## src/rtl/axis_tg_pkg.sv

```systemverilog
// Shared definitions for the AXIS traffic generator and its matching sink/checker:
// controller state encoding and the tdata field layout (source ID, sequence, beat index).
package axis_tg_pkg;

    typedef logic [1:0] tg_state_t;

    localparam tg_state_t ST_IDLE = 2'd0;
    localparam tg_state_t ST_SEND = 2'd1;
    localparam tg_state_t ST_GAP  = 2'd2;
    localparam tg_state_t ST_FIN  = 2'd3;

    localparam int unsigned SRC_LSB  = 28;
    localparam int unsigned SRC_W    = 4;
    localparam int unsigned SEQ_LSB  = 12;
    localparam int unsigned SEQ_W    = 16;
    localparam int unsigned BEAT_LSB = 0;
    localparam int unsigned BEAT_W   = 12;

endpackage

```

## src/rtl/axis_traffic_gen.sv

```systemverilog
// AXI-Stream packet generator: a start pulse launches num_pkts packets of pkt_len beats; first beat is
// presented the cycle after start. tvalid is held with stable payload through any tready stall.
module axis_traffic_gen #(
    parameter int unsigned TDEST_WIDTH      = 4,
    parameter int unsigned TDATA_WIDTH      = 32,
    parameter int unsigned SRC_ID           = 0,
    parameter int unsigned NUM_DESTS        = 4,
    parameter int unsigned DISABLE_SELFLOOP = 0,
    parameter int unsigned GAP_CYCLES       = 0
) (
    input  logic                   clk_usr,
    input  logic                   rst_n,
    input  logic                   start,
    input  logic [15:0]            num_pkts,
    input  logic [7:0]             pkt_len,
    input  logic                   rr_mode,
    input  logic [TDEST_WIDTH-1:0] fixed_dest,
    output logic                   axis_out_tvalid,
    input  logic                   axis_out_tready,
    output logic [TDATA_WIDTH-1:0] axis_out_tdata,
    output logic                   axis_out_tlast,
    output logic [TDEST_WIDTH-1:0] axis_out_tdest,
    output logic                   busy,
    output logic                   done,
    output logic [15:0]            pkts_sent
);
    import axis_tg_pkg::*;

    tg_state_t              state;
    logic [15:0]            num_r;
    logic [7:0]             len_r;
    logic                   rr_r;
    logic [TDEST_WIDTH-1:0] dest_r;
    logic [SEQ_W-1:0]       seq;
    logic [BEAT_W-1:0]      beat;
    logic [7:0]             gap_cnt;
    logic                   last_beat;

    // Reduce a candidate index into the mesh range, stepping over our own address when self-loops are off.
    function automatic logic [TDEST_WIDTH-1:0] rr_pick(input int unsigned cand);
        int unsigned d;
        d = cand % NUM_DESTS;
        if (DISABLE_SELFLOOP != 0 && d == SRC_ID) begin
            d = (d + 1) % NUM_DESTS;
        end
        return TDEST_WIDTH'(d);
    endfunction

    assign last_beat = (beat == BEAT_W'(len_r - 8'd1));

    always_ff @(posedge clk_usr or negedge rst_n) begin
        if (!rst_n) begin
            state     <= ST_IDLE;
            num_r     <= '0;
            len_r     <= 8'd1;
            rr_r      <= 1'b0;
            dest_r    <= '0;
            seq       <= '0;
            beat      <= '0;
            gap_cnt   <= '0;
            pkts_sent <= '0;
        end else begin
            case (state)
                ST_IDLE: begin
                    if (start) begin
                        num_r     <= num_pkts;
                        len_r     <= (pkt_len == 8'd0) ? 8'd1 : pkt_len;
                        rr_r      <= rr_mode;
                        dest_r    <= rr_mode ? rr_pick(0) : fixed_dest;
                        seq       <= '0;
                        beat      <= '0;
                        pkts_sent <= '0;
                        state     <= (num_pkts == 16'd0) ? ST_FIN : ST_SEND;
                    end
                end
                ST_SEND: begin
                    if (axis_out_tready) begin
                        if (last_beat) begin
                            beat      <= '0;
                            seq       <= seq + 1'b1;
                            pkts_sent <= pkts_sent + 16'd1;
                            dest_r    <= rr_r ? rr_pick(32'(dest_r) + 1) : dest_r;
                            if (pkts_sent + 16'd1 == num_r) begin
                                state <= ST_FIN;
                            end else if (GAP_CYCLES != 0) begin
                                state   <= ST_GAP;
                                gap_cnt <= 8'(GAP_CYCLES - 1);
                            end
                        end else begin
                            beat <= beat + 1'b1;
                        end
                    end
                end
                ST_GAP: begin
                    if (gap_cnt == 8'd0) begin
                        state <= ST_SEND;
                    end else begin
                        gap_cnt <= gap_cnt - 8'd1;
                    end
                end
                ST_FIN:  state <= ST_IDLE;
                default: state <= ST_IDLE;
            endcase
        end
    end

    assign axis_out_tvalid = (state == ST_SEND);
    assign axis_out_tlast  = axis_out_tvalid && last_beat;
    assign axis_out_tdest  = dest_r;
    assign busy            = (state != ST_IDLE);
    assign done            = (state == ST_FIN);

    // Payload is forced to zero whenever no beat is offered so idle/reset shows a clean bus.
    always_comb begin
        axis_out_tdata = '0;
        if (axis_out_tvalid) begin
            axis_out_tdata[SRC_LSB +: SRC_W]   = SRC_W'(SRC_ID);
            axis_out_tdata[SEQ_LSB +: SEQ_W]   = seq;
            axis_out_tdata[BEAT_LSB +: BEAT_W] = beat;
        end
    end

endmodule

```

## config.mk

```make
export PLATFORM = sky130hd
export DESIGN_NAME = axis_traffic_gen
export DESIGN_NICKNAME = d
export VERILOG_FILES = /design/src/rtl/axis_tg_pkg.sv /design/src/rtl/axis_traffic_gen.sv
export SDC_FILE = /design/constraint.sdc
export NUM_CORES = 1
export LEC_CHECK = 0
export BUFFER_PORTS_ARGS = -buffer_cell sky130_fd_sc_hd__clkbuf_2
export CORE_AREA = 2 2 98 100
export CTS_CLUSTER_SIZE = 40
export DETAILED_ROUTE_END_ITERATION = 10
export DIE_AREA = 0 0 100 102
export GPL_TIMING_DRIVEN = 0
export PLACE_DENSITY = 0.86
export SYNTH_ARGS = -nofsm -noshare
export SYNTH_HDL_FRONTEND = slang
export SYNTH_SLANG_ARGS = --single-unit
```

## constraint.sdc

```tcl
create_clock -name clk_usr -period 3.1 [get_ports clk_usr]
set_input_delay 0.155 -clock clk_usr [delete_from_list [all_inputs] [get_ports clk_usr]]
set_output_delay 0.155 -clock clk_usr [all_outputs]
set_load 0.01 [all_outputs]
```

==> impl_metrics.csv, run 1 <==
group,metric,value,unit
run_status,status,"completed",
logic_synthesis,yosysWarnings,0,
logic_synthesis,netlist_area,0.005064,sq mm
clock_tree,path_clk_slew,0.09,ns
critical_path,required,3.35,ns
finish,area_growth,21.99,%
logic_synthesis,synth_ff_type,"dfrtp_1",
logic_synthesis,yosysSeqAreaShare,41.04,%
global_route,antenna_found_initial,0,
critical_path,slowest_delay,0.62,ns
logic_synthesis,synth_top_family_by_area,"simple AND/OR/NAND/NOR gates",
finish,nets,754,
placement,dp.cells,795,
floorplanning,initial_utilization,55.59,%
detailed_routing,routed_wire_length_per_instance,16.38,um
critical_path,cp_data_arrival_time,3.33,ns
critical_path,critPathBufInv,2,
logic_synthesis,synth_edf_count,0,
floorplanning,dieArea,0.01020,sq mm
timing,relSlewSlack,50.42,%
logic_synthesis,synth_top_area_share,40.52,%
finish,layout-drive-gt1-share,19.14,%
detailed_routing,first_iter_violations,283,
logic_synthesis,synthXorXnorAreaFrac,6.919,%
timing,period_share,99.46,%
critical_path,setup.worst_path.class,"flop to flop",
critical_path,crit_family,"simple AND/OR/NAND/NOR gates",
detailed_routing,drc,0,
power,pwr_density_cell,512.9,mW/mm^2
logic_synthesis,muxShareOfSynthArea,3.113,%
global_route,grt_usage,27.15,%
power,vdd_drop_max,0.3003,mV
critical_path,path_max_fanout,10,
timing,clock_skew,0.01003,ns
clock_tree,clock-sinks,83,
placement,gp_congestion,0.8715,
clock_tree,ctsHtreeMaxLevel,3,
logic_synthesis,yosysMostFrequentCell,"nand2_1",
finish,final_util,67.82,%
floorplanning,rows,35,
detailed_routing,avgViaCountPerCell,5.881,
clock_tree,cts.path.max_buffers,2,
finish,fin_cells,832,
timing,rsz0062_at_grt,"true",
global_route,grt.overflow.total,0,
global_route,grt_pass1_vias,4778,
logic_synthesis,synth-async-reset-ratio,100.0,%
min_path,hold_class,"input port to flop",
critical_path,crit_chain,"clkbuf_1 > nand4_1 > or4_1 > clkbuf_1 > or4b_2 > a31oi_1 > o32ai_1 > o41ai_1",
timing,hold_viol,0,
global_route,grt_start_max_net_pins,52,
floorplanning,die-width,100,um
clock_tree,cts_tree,"done",
power,p_leak,2.970,nW
placement,io_buffers,84,
logic_synthesis,synth_top_area_cell,"dfrtp_1",
logic_synthesis,synth_cells,596,
critical_path,critPathCaptureType,"flop",
logic_synthesis,synth_area_leaders,"dfrtp_1, nand2_1, and2_1, xor2_1, xnor2_1",
detailed_routing,drt_pass1_iterations,4,
logic_synthesis,ys_top_cells_by_count,"nand2_1, dfrtp_1, nor2_1",
floorplanning,dieHeight,102,um
job,drv_cap,0,
logic_synthesis,synth-seq-cells,83,
floorplanning,io_pins,89,
logic_synthesis,synthSimpleGateAreaFrac,30.37,%
timing,tightest_slew,0.7380,ns
critical_path,critPathLaunchType,"flop",
placement,place_hpwl,9495,um
critical_path,cp_common_cell,"clkbuf_1",
detailed_routing,antenna_left,0,
floorplanning,core,0.009109,sq mm
logic_synthesis,ys_types,54,
clock_tree,numCtsBuffers,9,
timing,slew_violations,0,
logic_synthesis,avgSynthCellArea,8.496,sq um
global_route,grt_pass1_wl,21980,um
logic_synthesis,synth_compound_area_share,12.43,%
detailed_routing,vias,4893,
timing,fmax,0.3243,GHz
logic_synthesis,synth_adder_area_share,1.235,%
clock_tree,clock_latency,0.36,ns
critical_path,crit_slowest_cell,"or4b_2",
clock_tree,cts_root_buffer,"clkbuf_8",
detailed_routing,wl,13630,um
finish,antenna_cells,0,
timing,fin_crit,3.083,ns
timing,finalSetupViolCount,0,
==> cell usage in the layout (no fill, tap or decap), drive strengths merged, types with 7 or more instances in the layout <==
cell type / n
clkbuf: 118
nor2: 39
a21o: 11
inv: 22
nand4: 13
nand2: 103
xor2: 21
nor4: 8
nor3: 17
dlygate4sd3: 17
or4: 20
o21ai: 22
nand3: 27
xnor2: 19
and2: 30
nand2b: 7
buf: 17
dfrtp: 82
or3: 10
a21oi: 21
o31ai: 13
mux2i: 9
==> timing repair <==
action,in CTS,in global routing
hold buffers,17,0
setup buffers,1,3
hold endpoints to repair,47,0
endpoints found under the setup margin,46,23
gates resized for setup,5,11
pin swaps,2,2
==> report_power, final <==
part / switching (W) / internal, W / leakage (nW)
logic: 0.000449 / 0.000354 / 1.75
registers: 0.000189 / 0.00121 / 1.09
clock network: 0.000406 / 0.000558 / 0.123
total: 0.00104 / 0.00212 / 2.97
==> cell families after synthesis <==
group,after synthesis
muxes,15
buffers and inverters,57
other,1
DFF,83
xor gates and xnor gates,40
and+or+nand+nor,301
AOI/OAI and AO/OA,94
adders and majority gates,5
==> final cells by class <==
cell class,instances,area [sq um]
inverter,21,78.83
buffer,36,168.9
timing repair buffer,106,650.6
tap,111,138.9
sequential,83,2081
clock inverter,6,111.4
multi-input combinational,459,2810
fill,706,2932
clock buffer,10,137.6
==> flip-flops by register name, summed over array words and instances, names as in the netlist <==
| signal | count |
|---|---|
| axis_out_tdest | 4 |
| len_r | 8 |
| rr_r | 1 |
| state | 2 |
| gap_cnt | 8 |
| num_r | 16 |
| pkts_sent | 16 |
| seq | 16 |
| beat | 12 |
==> path summary, 6_finish.rpt <==
check                                               from                        to  slack (ns)  cells past startpoint
worst max-delay path            pkts_sent[2]$_DFFE_PN0P_      state[1]$_DFFE_PN0P_        0.02                      8
worst min register to register    gap_cnt[6]$_DFFE_PN0P_    gap_cnt[6]$_DFFE_PN0P_        0.47                      1
min in group asynchronous                          rst_n       beat[4]$_DFFE_PN0P_        0.31                      2
worst min-delay path                         num_pkts[7]      num_r[7]$_DFFE_PN0P_        0.01                      3
worst max register to register  pkts_sent[2]$_DFFE_PN0P_      state[1]$_DFFE_PN0P_        0.02                      8
max in group asynchronous                          rst_n  pkts_sent[3]$_DFFE_PN0P_        2.18                      3
==> worst min-delay path, stage by stage <==
cell and delay [ns]:
clkbuf_2 0.09, nand2_1 0.05, nand2_1 0.05
==> stage by stage <==
step | instance area, sq um | TNS [ns] | setup WS [ns] | hold slack, ns | total power (W)
final | 6177 | 0 | 0.01659 | 0.01415 | 0.003168
after global routing | 6177 | -0.1040 | -0.1040 | 0.02360 | 0.003319
after CTS | 6118 | 0 | 0.02106 | 0.0009495 | 0.003148
after detailed placement | 5664 | -8.470 | -0.3569 | 0.1603 | 0.002149
after global placement | 5634 | -5.189 | -0.2393 | 0.3669 | 0.002106
after floorplan | 5075 | 0 | 0.2904 | -0.1406 | 0.001859
==> metal layers <==
metal	GRT usage, %	up-vias	routed length, um
li1	-	2330	-
met1	33.30	2309	5814
met2	47.19	217	6604
met3	3.352	37	799
met4	14.44	0	410
met5	0	-	0
Note: power is estimated with default switching activity, not from simulation.
==> run 2: changes to the inputs <==
- MAX_ROUTING_LAYER: not set -> met4
==> run 2 against run 1 <==
Sequential power is essentially flat. Clock-buffer cell count increased by 3. Clock power is 9.8% lower. Critical path depth increased by 1. Register-to-register slack better by 0.09 ns. Global-route usage rose by 1.3 points. Largest cell class unchanged. Worst hold slack worse by 0.012 ns. First-iteration DRC count decreased by 4.6%. Critical path type unchanged.
==> impl_metrics.csv, run 2 (synthesis results as in run 1) <==
group,metric,value,unit
detailed_routing,avgViaCountPerCell,5.922,
power,pwr_density_cell,516.6,mW/mm^2
finish,layout-drive-gt1-share,19.38,%
clock_tree,cts_tree,"done",
critical_path,timing.rr.end,"seq[14]$_DFFE_PN0P_",
detailed_routing,highest_layer,"met4",
critical_path,slowest_delay,0.60,ns
placement,place_hpwl,9545,um
global_route,grt_usage,28.49,%
finish,area_growth,19.13,%
critical_path,critPathLaunchType,"flop",
finish,top_regs,"num_r x16, pkts_sent x16, seq x16",
detailed_routing,antenna_left,0,
critical_path,required,3.38,ns
placement,post-place-ws,-0.4372,ns
global_route,antenna_found_initial,0,
floorplanning,core,0.009109,sq mm
clock_tree,cts_root_buffer,"clkbuf_8",
detailed_routing,met2WireLength,6604,um
finish,final_cell_mix,"nand2_1, clkbuf_2, dfrtp_1, nor2_1, and2_1",
floorplanning,dieHeight,102,um
detailed_routing,wl,13570,um
critical_path,critPathCaptureType,"flop",
detailed_routing,drt_pass1_iterations,6,
clock_tree,clock-sinks,83,
timing,tightest_slew,0.7822,ns
critical_path,path_max_fanout,8,
timing,period_share,96.57,%
clock_tree,ctsHtreeMaxLevel,3,
finish,antenna_cells,0,
job,drv_cap,0,
timing,finalSetupViolCount,0,
critical_path,worstSetupEndpoint,"seq[14]$_DFFE_PN0P_",
finish,final_common_cell,"nand2_1",
floorplanning,die-width,100,um
detailed_routing,wl_met1,5779,um
critical_path,cp_data_arrival_time,3.27,ns
timing,slew_violations,0,
timing,whs,0.001964,ns
critical_path,reg2regPathDepth,9,
floorplanning,initial_utilization,55.59,%
global_route,grt_start_max_net_pins,52,
floorplanning,rows,35,
global_route,grt_pass1_vias,4603,
min_path,hold_class,"input port to flop",
timing,layout_setup_ws,0.1064,ns
detailed_routing,routed_wire_length_per_instance,16.58,um
timing,rsz0062_at_grt,"false",
clock_tree,cts.path.max_buffers,2,
critical_path,crit_slowest_cell,"dfstp_2",
timing,relSlewSlack,47.45,%
clock_tree,clock_latency,0.37,ns
critical_path,setup.worst_path.class,"flop to flop",
placement,gp_congestion,0.8694,
detailed_routing,drc,0,
run_status,status,"completed",
global_route,grt_pass1_wl,22390,um
floorplanning,io_pins,89,
critical_path,crit_start,"len_r[0]$_DFFE_PN1P_",
clock_tree,path_clk_slew,0.09,ns
critical_path,crit_chain,"inv_1 > ha_1 > nor2b_2 > mux2i_1 > o41ai_4 > o2111ai_4 > buf_4 > or4_1 > a21oi_1",
power,vdd_drop_max,0.3119,mV
critical_path,rrSetupSlack,0.11,ns
critical_path,reg2reg_from,"len_r[0]$_DFFE_PN1P_",
timing,clock_skew,0.01170,ns
detailed_routing,wl_met3,815,um
detailed_routing,first_iter_violations,270,
global_route,grt.overflow.total,0,
clock_tree,numCtsBuffers,9,
detailed_routing,vias,4844,
placement,io_buffers,84,
power,p_leak,2.911,nW
timing,fmax,0.3340,GHz
finish,nets,740,
timing,fin_crit,2.994,ns
floorplanning,dieArea,0.01020,sq mm
timing,hold_viol,0,
==> run 2: changes by cell type in the layout (fill, tap and decap cells not counted), sizes merged <==
cell	change
buf	-1
bufinv	-1
clkbuf	+2
clkinvlp	-1
dlygate4sd3	-12
inv	-1
==> run 2: power breakdown <==
part	internal, W	switching (W)	total, W
Combinational	0.000375	0.000473	0.000847
Sequential	0.00121	0.000185	0.00140
Clock	0.000476	0.000394	0.000870
Total	0.00206	0.00105	0.00312
==> run 2: metal layers <==
metal  up-vias  GRT usage, %
met4         0         10.12
met1      2289         36.44
met2       230         46.67
li1       2292             -
met5         -             -
met3        33         4.172
==> run 2: metrics by stage <==
| stage | instances | util [%] | total power (W) | TNS (ns) | cell area, sq um |
|---|---|---|---|---|---|
| after floorplan | 599 | - | 0.001859 | 0 | 5075 |
| after global placement | 794 | 61.85 | 0.002111 | -6.278 | 5634 |
| after detailed placement | 795 | 62.18 | 0.002154 | -13.39 | 5664 |
| after CTS | 816 | 65.62 | 0.003048 | 0 | 5977 |
| after global routing | 818 | 66.22 | 0.003273 | 0 | 6032 |
| final | 818 | 66.22 | 0.003116 | 0 | 6032 |
==> run 2: area by class of cell <==
type / instances / area [sq um]
Fill cell: 755 / 3077
Timing Repair Buffer: 95 / 538.0
Inverter: 21 / 78.83
Multi-Input combinational cell: 459 / 2816
Sequential cell: 83 / 2083
Clock inverter: 3 / 65.06
Clock buffer: 13 / 148.9
Buffer: 33 / 162.7
Tap cell: 111 / 138.9
==> run 2: critical path: cells and delay by family, from the launching register on <==
family / cells / cell delay (ns)
flip-flops: 1 / 0.60
adder cells (fa/ha/maj): 1 / 0.28
multiplexers: 1 / 0.15
AO/OA/AOI/OAI: 3 / 0.85
AND/OR/NAND/NOR: 2 / 0.70
buffers and inverters: 2 / 0.30
==> run 2: how the worst min path moves through the flow <==
stage                      start                             to  slack, ns  cells past startpoint
finish              num_pkts[13]          num_r[13]$_DFFE_PN0P_      0.002                      3
detailed placement         rst_n            beat[4]$_DFFE_PN0P_       0.16                      1
global placement      pkt_len[4]           len_r[4]$_DFFE_PN0P_       0.37                      3
global route        num_pkts[11]          num_r[11]$_DFFE_PN0P_       0.02                      3
CTS                  num_pkts[0]           num_r[0]$_DFFE_PN0P_    0.00004                      3
floorplan                  rst_n  axis_out_tdest[0]$_DFFE_PN0P_      -0.14                      0
==> run 2: timing repair <==
action | in CTS | in global routing
pin swaps | 0 | 3
setup endpoints to repair | 46 | 25
gates cloned | 0 | 0
hold endpoints to repair | 35 | 0
buffers inserted | 0 | 5
resized for setup | 9 | 8
hold buffers | 5 | 0
==> run 3: changes to the inputs <==
- PLACE_DENSITY: 0.86 -> not set
- PLACE_DENSITY_LB_ADDON: not set -> 0.08
==> run 3 against run 2 <==
Global-route usage is 0.095 points lower. Final cell count is 0.86% higher. Sequential power hardly changed. Die area stayed put. Via count is 1.1% lower. Register-to-register slack worse by 0.05 ns. Worst setup slack worse by 0.051 ns. Worst hold slack better by 0.0061 ns.
==> impl_metrics.csv, run 3 (synthesis results as in run 1) <==
group,metric,value,unit
floorplanning,dieArea,0.01020,sq mm
critical_path,crit_slowest_cell,"or4b_2",
clock_tree,numCtsBuffers,9,
min_path,whs_path_depth,3,
clock_tree,ctsHtreeMaxLevel,3,
timing,hold_viol,0,
finish,top_regs,"num_r x16, pkts_sent x16, seq x16",
placement,io_buffers,84,
finish,fin_cells,825,
timing,slew_violations,0,
critical_path,reg2regPathDepth,8,
timing,relSlewSlack,51.02,%
global_route,antenna_found_initial,0,
critical_path,crit_family,"simple AND/OR/NAND/NOR gates",
timing,fin_crit,3.045,ns
floorplanning,io_pins,89,
global_route,grt.overflow.total,0,
global_route,grt_start_max_net_pins,46,
power,pwr-share-comb,26.6,%
finish,nets,747,
detailed_routing,avgViaCountPerCell,5.806,
power,pwr-share-clk,28.9,%
global_route,grt_usage,28.39,%
finish,final_common_cell,"nand2_1",
clock_tree,cts.path.max_buffers,2,
placement,placed_cell_area,0.005664,sq mm
detailed_routing,vias,4790,
global_route,grt_pass1_wl,22310,um
placement,place_hpwl,9414,um
finish,layout-drive-gt1-share,19.75,%
critical_path,critPathLaunchType,"flop",
placement,gp_congestion,0.8914,
floorplanning,core,0.009109,sq mm
power,sw_frac_of_total,34.14,%
detailed_routing,drc,0,
run_status,status,"completed",
critical_path,crit_chain,"ha_2 > nand4_1 > or4_1 > clkbuf_1 > or4b_2 > a31oi_1 > o32ai_1 > o41ai_2",
power,vdd_drop_max,0.2882,mV
detailed_routing,first_iter_violations,244,
critical_path,slowest_delay,0.62,ns
finish,stdcell_area,0.006115,sq mm
power,p_leak,2.945,nW
power,power_switching,0.001061,W
timing,finalSetupViolCount,0,
detailed_routing,routed_wire_length_per_instance,16.37,um
power,pwr-share-seq,44.5,%
global_route,grt_pass1_vias,4591,
timing,period_share,98.22,%
placement,dp.cells,795,
finish,seqCellArea,0.002082,sq mm
timing,fmax,0.3284,GHz
detailed_routing,antenna_left,0,
clock_tree,path_clk_slew,0.09,ns
floorplanning,dieHeight,102,um
min_path,hold_class,"input port to flop",
timing,whs,0.008059,ns
power,report.power.total,0.003109,W
timing,layout_setup_ws,0.05512,ns
critical_path,path_max_fanout,6,
detailed_routing,drt_pass1_iterations,5,
power,pwr_density_cell,508.5,mW/mm^2
clock_tree,clock-sinks,83,
finish,area_growth,20.76,%
critical_path,crit_cells,8,
finish,fillers,782,
critical_path,required,3.34,ns
floorplanning,rows,35,
critical_path,critPathCaptureType,"flop",
timing,clock_skew,0.01273,ns
clock_tree,clock_latency,0.37,ns
critical_path,setup.worst_path.class,"flop to flop",
power,p_int,0.002048,W
floorplanning,die-width,100,um
timing,tightest_slew,0.7292,ns
clock_tree,cts_tree,"done",
critical_path,critPathBufInv,1,
floorplanning,initial_utilization,55.59,%
job,drv_cap,0,
clock_tree,cts_root_buffer,"clkbuf_8",
critical_path,cp_data_arrival_time,3.29,ns
placement,post-place-ws,-0.4228,ns
finish,multi_input_area,0.002821,sq mm
finish,final_cell_mix,"nand2_1, clkbuf_2, dfrtp_1, nor2_1, and2_1",
finish,antenna_cells,0,
detailed_routing,wl,13510,um
==> run 3: timing repair <==
item	4_1_cts	5_1_grt
endpoints found under the hold margin	48	0
pin swaps	1	2
hold buffers	11	0
gates resized for setup	7	13
endpoints found under the setup margin	47	28
buffers inserted	3	2
==> run 3: power groups by stage <==
stage | Clock, W | Combinational [W] | Sequential (W)
floorplan | 0 | 0.000485 | 0.00137
global placement | 0 | 0.000719 | 0.00139
detailed placement | 0 | 0.000750 | 0.00140
CTS | 0.000909 | 0.000797 | 0.00138
global route | 0.000949 | 0.000910 | 0.00141
finish | 0.000899 | 0.000826 | 0.00138
==> run 3: final timing paths <==
check / from / endpoint / slack [ns]
worst max-delay path: pkts_sent[1]$_DFFE_PN0P_ / state[1]$_DFFE_PN0P_ / 0.06
worst min-delay path: num_pkts[3] / num_r[3]$_DFFE_PN0P_ / 0.008
worst max register to register: pkts_sent[1]$_DFFE_PN0P_ / state[1]$_DFFE_PN0P_ / 0.06
worst min register to register: gap_cnt[6]$_DFFE_PN0P_ / gap_cnt[6]$_DFFE_PN0P_ / 0.47
max in group asynchronous: rst_n / len_r[0]$_DFFE_PN1P_ / 2.08
min in group asynchronous: rst_n / beat[5]$_DFFE_PN0P_ / 0.36
==> run 3: tightest hold or removal path, stage by stage <==
cell	delay (ns)
clkbuf_2	0.09
nand2_1	0.05
nand2_1	0.05
==> run 3: final cells by class <==
type / instances / share of cell area (%)
multi-input cells: 459 / 46.14
flip-flops and latches: 83 / 34.05
repair buffers: 101 / 9.781
plain buffers: 34 / 2.762
well taps: 111 / 2.271
clock buffers: 10 / 2.251
clock inverters: 6 / 1.453
inverters: 21 / 1.289
==> run 3: through the flow <==
stage          setup TNS [ns]  util (%)
2_1_floorplan               0         -
3_3_place_gp           -5.071     61.85
3_5_place_dp           -12.14     62.18
4_1_cts                     0     66.65
5_1_grt             -0.007670     67.13
6_report                    0     67.13
==> run 3: per-layer routing <==
layer	global-route usage, %	routed length [um]
met1	37.35	6001
met2	46.57	6458
met3	3.283	808
met4	8.851	237
met5	-	0
